## config.mk

```make
export PLATFORM = sky130hd
export DESIGN_NAME = isdu
export DESIGN_NICKNAME = d
export VERILOG_FILES = /design/src/rtl/isdu.sv
export SDC_FILE = /design/constraint.sdc
export NUM_CORES = 1
export LEC_CHECK = 0
export CAP_MARGIN = 20
export CORE_MARGIN = 2
export CORE_UTILIZATION = 35
export DETAILED_ROUTE_END_ITERATION = 12
export PLACE_DENSITY_LB_ADDON = 0.05
export SYNTH_ARGS = -nofsm -noshare
export SYNTH_HDL_FRONTEND = slang
export SYNTH_SLANG_ARGS = --single-unit
```

## constraint.sdc

```tcl
create_clock -name Clk -period 1.85 [get_ports Clk]
set_input_delay 0.37 -clock Clk [delete_from_list [all_inputs] [get_ports Clk]]
set_output_delay 0.37 -clock Clk [all_outputs]
set_load 0.01 [all_outputs]
```

## src/rtl/isdu.sv

```systemverilog
// SLC-3 instruction sequencer/decode unit: Moore FSM stepping fetch, decode and
// execute, one microstate per clock, driving the datapath control word.
module isdu (
   input  logic       Clk,
   input  logic       Reset,
   input  logic       Run,
   input  logic       Continue,
   input  logic [3:0] Opcode,
   input  logic       IR_5,
   input  logic       BEN,
   output logic       LD_MAR,
   output logic       LD_MDR,
   output logic       LD_IR,
   output logic       LD_BEN,
   output logic       LD_CC,
   output logic       LD_REG,
   output logic       LD_PC,
   output logic       LD_LED,
   output logic       GatePC,
   output logic       GateMDR,
   output logic       GateALU,
   output logic       GateMARMUX,
   output logic       SR2MUX,
   output logic       ADDR1MUX,
   output logic       MARMUX,
   output logic       DRMUX,
   output logic       SR1MUX,
   output logic       MIO_EN,
   output logic [1:0] PCMUX,
   output logic [1:0] ADDR2MUX,
   output logic [1:0] ALUK,
   output logic       Mem_CE,
   output logic       Mem_UB,
   output logic       Mem_LB,
   output logic       Mem_OE,
   output logic       Mem_WE
);

   typedef enum logic [4:0] {
      HALTED, S_18, S_33_1, S_33_2, S_35, S_32,
      S_01, S_05, S_09, S_00, S_22, S_12, S_04, S_21,
      S_06, S_07, S_25_1, S_25_2, S_27, S_23, S_16_1, S_16_2,
      PAUSE_IR1, PAUSE_IR2
   } state_t;

   state_t r_state;
   state_t w_next;

   // State register
   always_ff @(posedge Clk) begin
      if (Reset) r_state <= HALTED;
      else       r_state <= w_next;
   end

   // Next state and control word
   always_comb begin
      w_next     = r_state;
      LD_MAR     = 1'b0;
      LD_MDR     = 1'b0;
      LD_IR      = 1'b0;
      LD_BEN     = 1'b0;
      LD_CC      = 1'b0;
      LD_REG     = 1'b0;
      LD_PC      = 1'b0;
      LD_LED     = 1'b0;
      GatePC     = 1'b0;
      GateMDR    = 1'b0;
      GateALU    = 1'b0;
      GateMARMUX = 1'b0;
      SR2MUX     = 1'b0;
      ADDR1MUX   = 1'b0;
      MARMUX     = 1'b0;
      DRMUX      = 1'b0;
      SR1MUX     = 1'b0;
      MIO_EN     = 1'b0;
      PCMUX      = 2'b00;
      ADDR2MUX   = 2'b00;
      ALUK       = 2'b00;
      Mem_CE     = 1'b1;
      Mem_UB     = 1'b1;
      Mem_LB     = 1'b1;
      Mem_OE     = 1'b1;
      Mem_WE     = 1'b1;

      unique case (r_state)
         HALTED: if (Run) w_next = S_18;
         S_18: begin
            GatePC = 1'b1;
            LD_MAR = 1'b1;
            LD_PC  = 1'b1;
            w_next = S_33_1;
         end
         // Memory read: strobes held across both halves, MDR captures on the second
         S_33_1, S_33_2, S_25_1, S_25_2: begin
            Mem_CE = 1'b0;
            Mem_UB = 1'b0;
            Mem_LB = 1'b0;
            Mem_OE = 1'b0;
            MIO_EN = 1'b1;
            LD_MDR = (r_state == S_33_2) || (r_state == S_25_2);
            case (r_state)
               S_33_1:  w_next = S_33_2;
               S_33_2:  w_next = S_35;
               S_25_1:  w_next = S_25_2;
               default: w_next = S_27;
            endcase
         end
         S_35: begin
            GateMDR = 1'b1;
            LD_IR   = 1'b1;
            w_next  = S_32;
         end
         S_32: begin
            LD_BEN = 1'b1;
            case (Opcode)
               4'b0001: w_next = S_01;
               4'b0101: w_next = S_05;
               4'b1001: w_next = S_09;
               4'b0000: w_next = S_00;
               4'b1100: w_next = S_12;
               4'b0100: w_next = S_04;
               4'b0110: w_next = S_06;
               4'b0111: w_next = S_07;
               4'b1101: w_next = PAUSE_IR1;
               default: w_next = S_18;
            endcase
         end
         S_01, S_05: begin
            SR1MUX  = 1'b1;
            SR2MUX  = IR_5;
            ALUK    = (r_state == S_05) ? 2'b01 : 2'b00;
            GateALU = 1'b1;
            LD_REG  = 1'b1;
            LD_CC   = 1'b1;
            w_next  = S_18;
         end
         S_09: begin
            SR1MUX  = 1'b1;
            ALUK    = 2'b10;
            GateALU = 1'b1;
            LD_REG  = 1'b1;
            LD_CC   = 1'b1;
            w_next  = S_18;
         end
         S_00: w_next = BEN ? S_22 : S_18;
         S_22: begin
            ADDR2MUX = 2'b10;
            PCMUX    = 2'b10;
            LD_PC    = 1'b1;
            w_next   = S_18;
         end
         S_12: begin
            SR1MUX  = 1'b1;
            ALUK    = 2'b11;
            GateALU = 1'b1;
            PCMUX   = 2'b01;
            LD_PC   = 1'b1;
            w_next  = S_18;
         end
         S_04: begin
            GatePC = 1'b1;
            DRMUX  = 1'b1;
            LD_REG = 1'b1;
            w_next = S_21;
         end
         S_21: begin
            ADDR2MUX = 2'b11;
            PCMUX    = 2'b10;
            LD_PC    = 1'b1;
            w_next   = S_18;
         end
         // Base+offset6 effective address into MAR for LDR/STR
         S_06, S_07: begin
            SR1MUX     = 1'b1;
            ADDR1MUX   = 1'b1;
            ADDR2MUX   = 2'b01;
            GateMARMUX = 1'b1;
            LD_MAR     = 1'b1;
            w_next     = (r_state == S_06) ? S_25_1 : S_23;
         end
         S_27: begin
            GateMDR = 1'b1;
            LD_REG  = 1'b1;
            LD_CC   = 1'b1;
            w_next  = S_18;
         end
         S_23: begin
            ALUK    = 2'b11;
            GateALU = 1'b1;
            LD_MDR  = 1'b1;
            w_next  = S_16_1;
         end
         S_16_1, S_16_2: begin
            Mem_CE = 1'b0;
            Mem_UB = 1'b0;
            Mem_LB = 1'b0;
            Mem_WE = 1'b0;
            w_next = (r_state == S_16_1) ? S_16_2 : S_18;
         end
         PAUSE_IR1: begin
            LD_LED = 1'b1;
            if (Continue) w_next = PAUSE_IR2;
         end
         PAUSE_IR2: if (!Continue) w_next = S_18;
         default: w_next = HALTED;
      endcase
   end

endmodule

```

==> run summary <==
The share of the cycle needed by the critical path after routing came out at 1.06. After synthesis, the share of cell area in mux cells is 0.0129. The final core utilization came out at 0.682. The residual antenna-violating net count after detailed routing is 0.

The post-layout worst setup margin is -0.119 ns. The launch instance of the worst min-delay path is r_state[3]. In the final layout, the registers with the most flip-flops are r_state: 5 flops. Setup repair after global routing could not meet its margin everywhere. Counting every net in the synthesized netlist gives 152. The share of final-layout standard cells stronger than drive strength 1 came out at 0.484. Summing every instance area after synthesis gives 873 µm². The routed wire length came out at 3.27 mm. Leaving out fill and tap cells, the most frequent cell in the layout is buf_4. In this run the worst path has a maximum fanout of 5. STA classifies the critical path endpoint as an output pin. The register bit count reported by yosys came out at 5. Relative to the synthesized area, the layout overhead comes to 88.1%.

The via count of the first global-routing pass came out at 1,174. The largest net degree at the start of global routing came out at 17. The startpoint of the most critical register-to-register path is r_state[1]. The compound-gate portion of the synthesized area came out at 0.288. Among cell families on the critical path, the largest total delay comes from simple AND/OR/NAND/NOR gates. The count of nets after finishing came out at 226.

For this design the static power due to leakage is 0.773 nW. The register with the most flip-flops in the final layout is r_state. The count of buffers from port buffering came out at 37. The total global routing overflow is 0.

The setup TNS is -0.318 ns. The most critical setup path has its startpoint at r_state[1]. Setup violations remaining at the end of the flow were counted as 5. Of the synthesized area, sequential elements account for 0.115. The kind of path behind the tightest hold check is flop to flop. The total routing usage reported by global routing is 0.229. The diode insertion count for antenna repair is 0.

During synthesis, Yosys emitted a total of 0 warnings. The post-route cell area is 1640 µm². The number of flip-flops in the largest register is 5. The root buffer cell chosen for the clock tree is clkbuf_4. The HPWL reported at the end of detailed placement is 2.47 mm.

The startpoint type of the worst setup path is a flop. The required time at the worst-slack endpoint is 1.48 ns. Of all cell types, the one taking the most synthesized area is dfxtp_1. The clock period minus final worst setup slack is 1.97 ns.

Leaving out fill and tap cells, the most frequent cells in the layout are buf_4 (42), nor2_1 (13), nand2_1 (11), a21oi_1 (11), clkdlybuf4s50_1 (9). In this run the mean area of a mapped cell was 6.15 µm². The number of clock sinks came out at 5. The wire length of the first global-routing pass is 4.95 mm. The total via count in the routed design came out at 1,272. The checks that failed: negative setup slack.

The total power consumption of the routed design came out at 825 µW. The pre-antenna-repair detailed-routing pass consisted of 4 iterations. Across the routed clock network, the largest skew measured is 0.00649 ns. The number of max-slew violations in the final report is 0.

After clock tree synthesis, the clock-pin slew on the worst setup and hold paths is 0.05 ns. The number of CTS-inserted buffers came out at 3. The CTS tree is yes. The total number of H-tree levels is 1. The core region area came out at 2410 µm². Ranked by total cell area, the synthesized netlist is headed by dfxtp_1 (11%), nor2b_1 (7.9%), a21oi_1 (7.4%). Using the TritonRoute via totals, the vias-per-cell ratio works out to 5.19. The first routing iteration left 25 violations. The area fraction of the dominant cell type after synthesis is 0.115.

The delay contributed by the slowest stage of the critical path is 0.35 ns. In this run the power density over the cells is 502 nW/µm². The clock latency of the later-clocked register in the worst-skew pair is 0.24 ns. The maximum resistive drop on vdd came out at 0.586 mV. The maximum number of buffers from clock root to sink came out at 2. The initial antenna violation count is 0. The critical path in this run is classified as flop to output pin. By area, the combinational part of the netlist is dominated by simple AND/OR/NAND/NOR gates. At the end of routability-driven placement, the weighted congestion stood at 0.909. The share of synthesized flip-flops with an asynchronous set or reset is 0. Of the total synthesized cell area, the portion taken by AND, OR, NAND and NOR gates is 0.433. Walking the worst path, the cells encountered are nand2b_2, buf_4, and3_1, a31oi_1, nor2_1, dlygate4sd2_1. STA puts the critical path data arrival time at 1.60 ns. The most used flip-flop cell after synthesis is dfxtp_1. After technology mapping, the gate count stands at 142. The netlist uses 38 different library cells. The cell area after placement is 1500 µm².

The number of hold violations in the final report came out at 0. The maximum clock frequency is 508 MHz. The vertical extent of the die came out at 54.0 µm. The xor and xnor fraction of the mapped netlist area came out at 0.0301. The number of enable flip-flop cells after synthesis came out at 0. The I/O pin count is 39. The flow ran to the end, but the final reports show violations. In this run the horizontal extent of the chip is 54.0 µm. The routed length per placed instance came out at 13.4 µm. Max-cap violations in this run came to 0. The initial core utilization is 0.362.

On the critical path, the stage with the largest delay is an instance of dfxtp_4. The remaining design rule violation count came out at 0. The synthesized-area fraction occupied by adder cells came out at 0. After floorplanning, the core was divided into 18 placement rows.

The number of buffer and inverter stages on the critical path came out at 2. The floorplan die area came out at 2910 µm². The worst-case setup slack after placement is -0.232 ns.
-- kinds of logic (layout without fill, tap and decap cells) --
family	Yosys count	in the layout
flops	5	5
buf+inv	18	91
mux	1	1
compound gates	41	41
simple gates	73	73
xor+xnor	3	3
other cells	1	1
-- metal layers --
metal	track usage	routed length (µm)
met3	0.0361	163
met1	0.283	1430
met5	0	0
met4	0.0684	65
met2	0.402	1620
-- power by group --
group | internal (mW) | switching (mW)
sequential | 0.119 | 0.0194
combinational | 0.313 | 0.246
clock | 0.0816 | 0.0456
-- cell type report --
type | instances | area [µm²]
flip-flops and latches | 5 | 114
clock buffers | 4 | 26.3
fillers | 227 | 767
multi-input cells | 119 | 767
well taps | 30 | 37.5
inverters | 2 | 7.51
repair buffers | 85 | 691
-- stage by stage --
step	hold slack, ns	std cells
after floorplan	0.442	142
after global placement	0.742	234
after detailed placement	0.756	234
after CTS	0.695	239
after global routing	0.772	245
final	0.760	245
-- path summary, 6_finish.rpt --
path / end / slack, ns / depth (start not counted)
max: ALUK[1] / -0.12 / 6
min: r_state[1] / 0.76 / 3
max reg2reg: r_state[4] / -0.01 / 7
min reg2reg: r_state[1] / 0.76 / 3
-- worst min-delay path: cells and delay by family (launching register included) --
| family | cells | cell delay, ns |
|---|---|---|
| AOI/OAI and AO/OA | 2 | 0.20 |
| DFF | 1 | 0.38 |
| and+or+nand+nor | 1 | 0.14 |
-- cell usage after synthesis, drive strengths merged (2+ instances only) --
cell type,instances
buf,16
nor3,6
a31oi,4
and3,4
nand2,13
o21ai,9
o22ai,6
o41ai,2
and2,2
nand2b,6
or2,4
a21oi,13
dfxtp,5
nand3,3
nor2b,11
inv,2
xnor2,2
a211oi,3
nor2,17
-- timing repair --
item,CTS,global route
setup buffers,1,6
pin swaps,1,11
endpoints found under the setup margin,28,24
endpoints found under the hold margin,0,0
hold buffers,0,0
resized for setup,81,47
No activity file was read; power rests on OpenSTA's default activity.
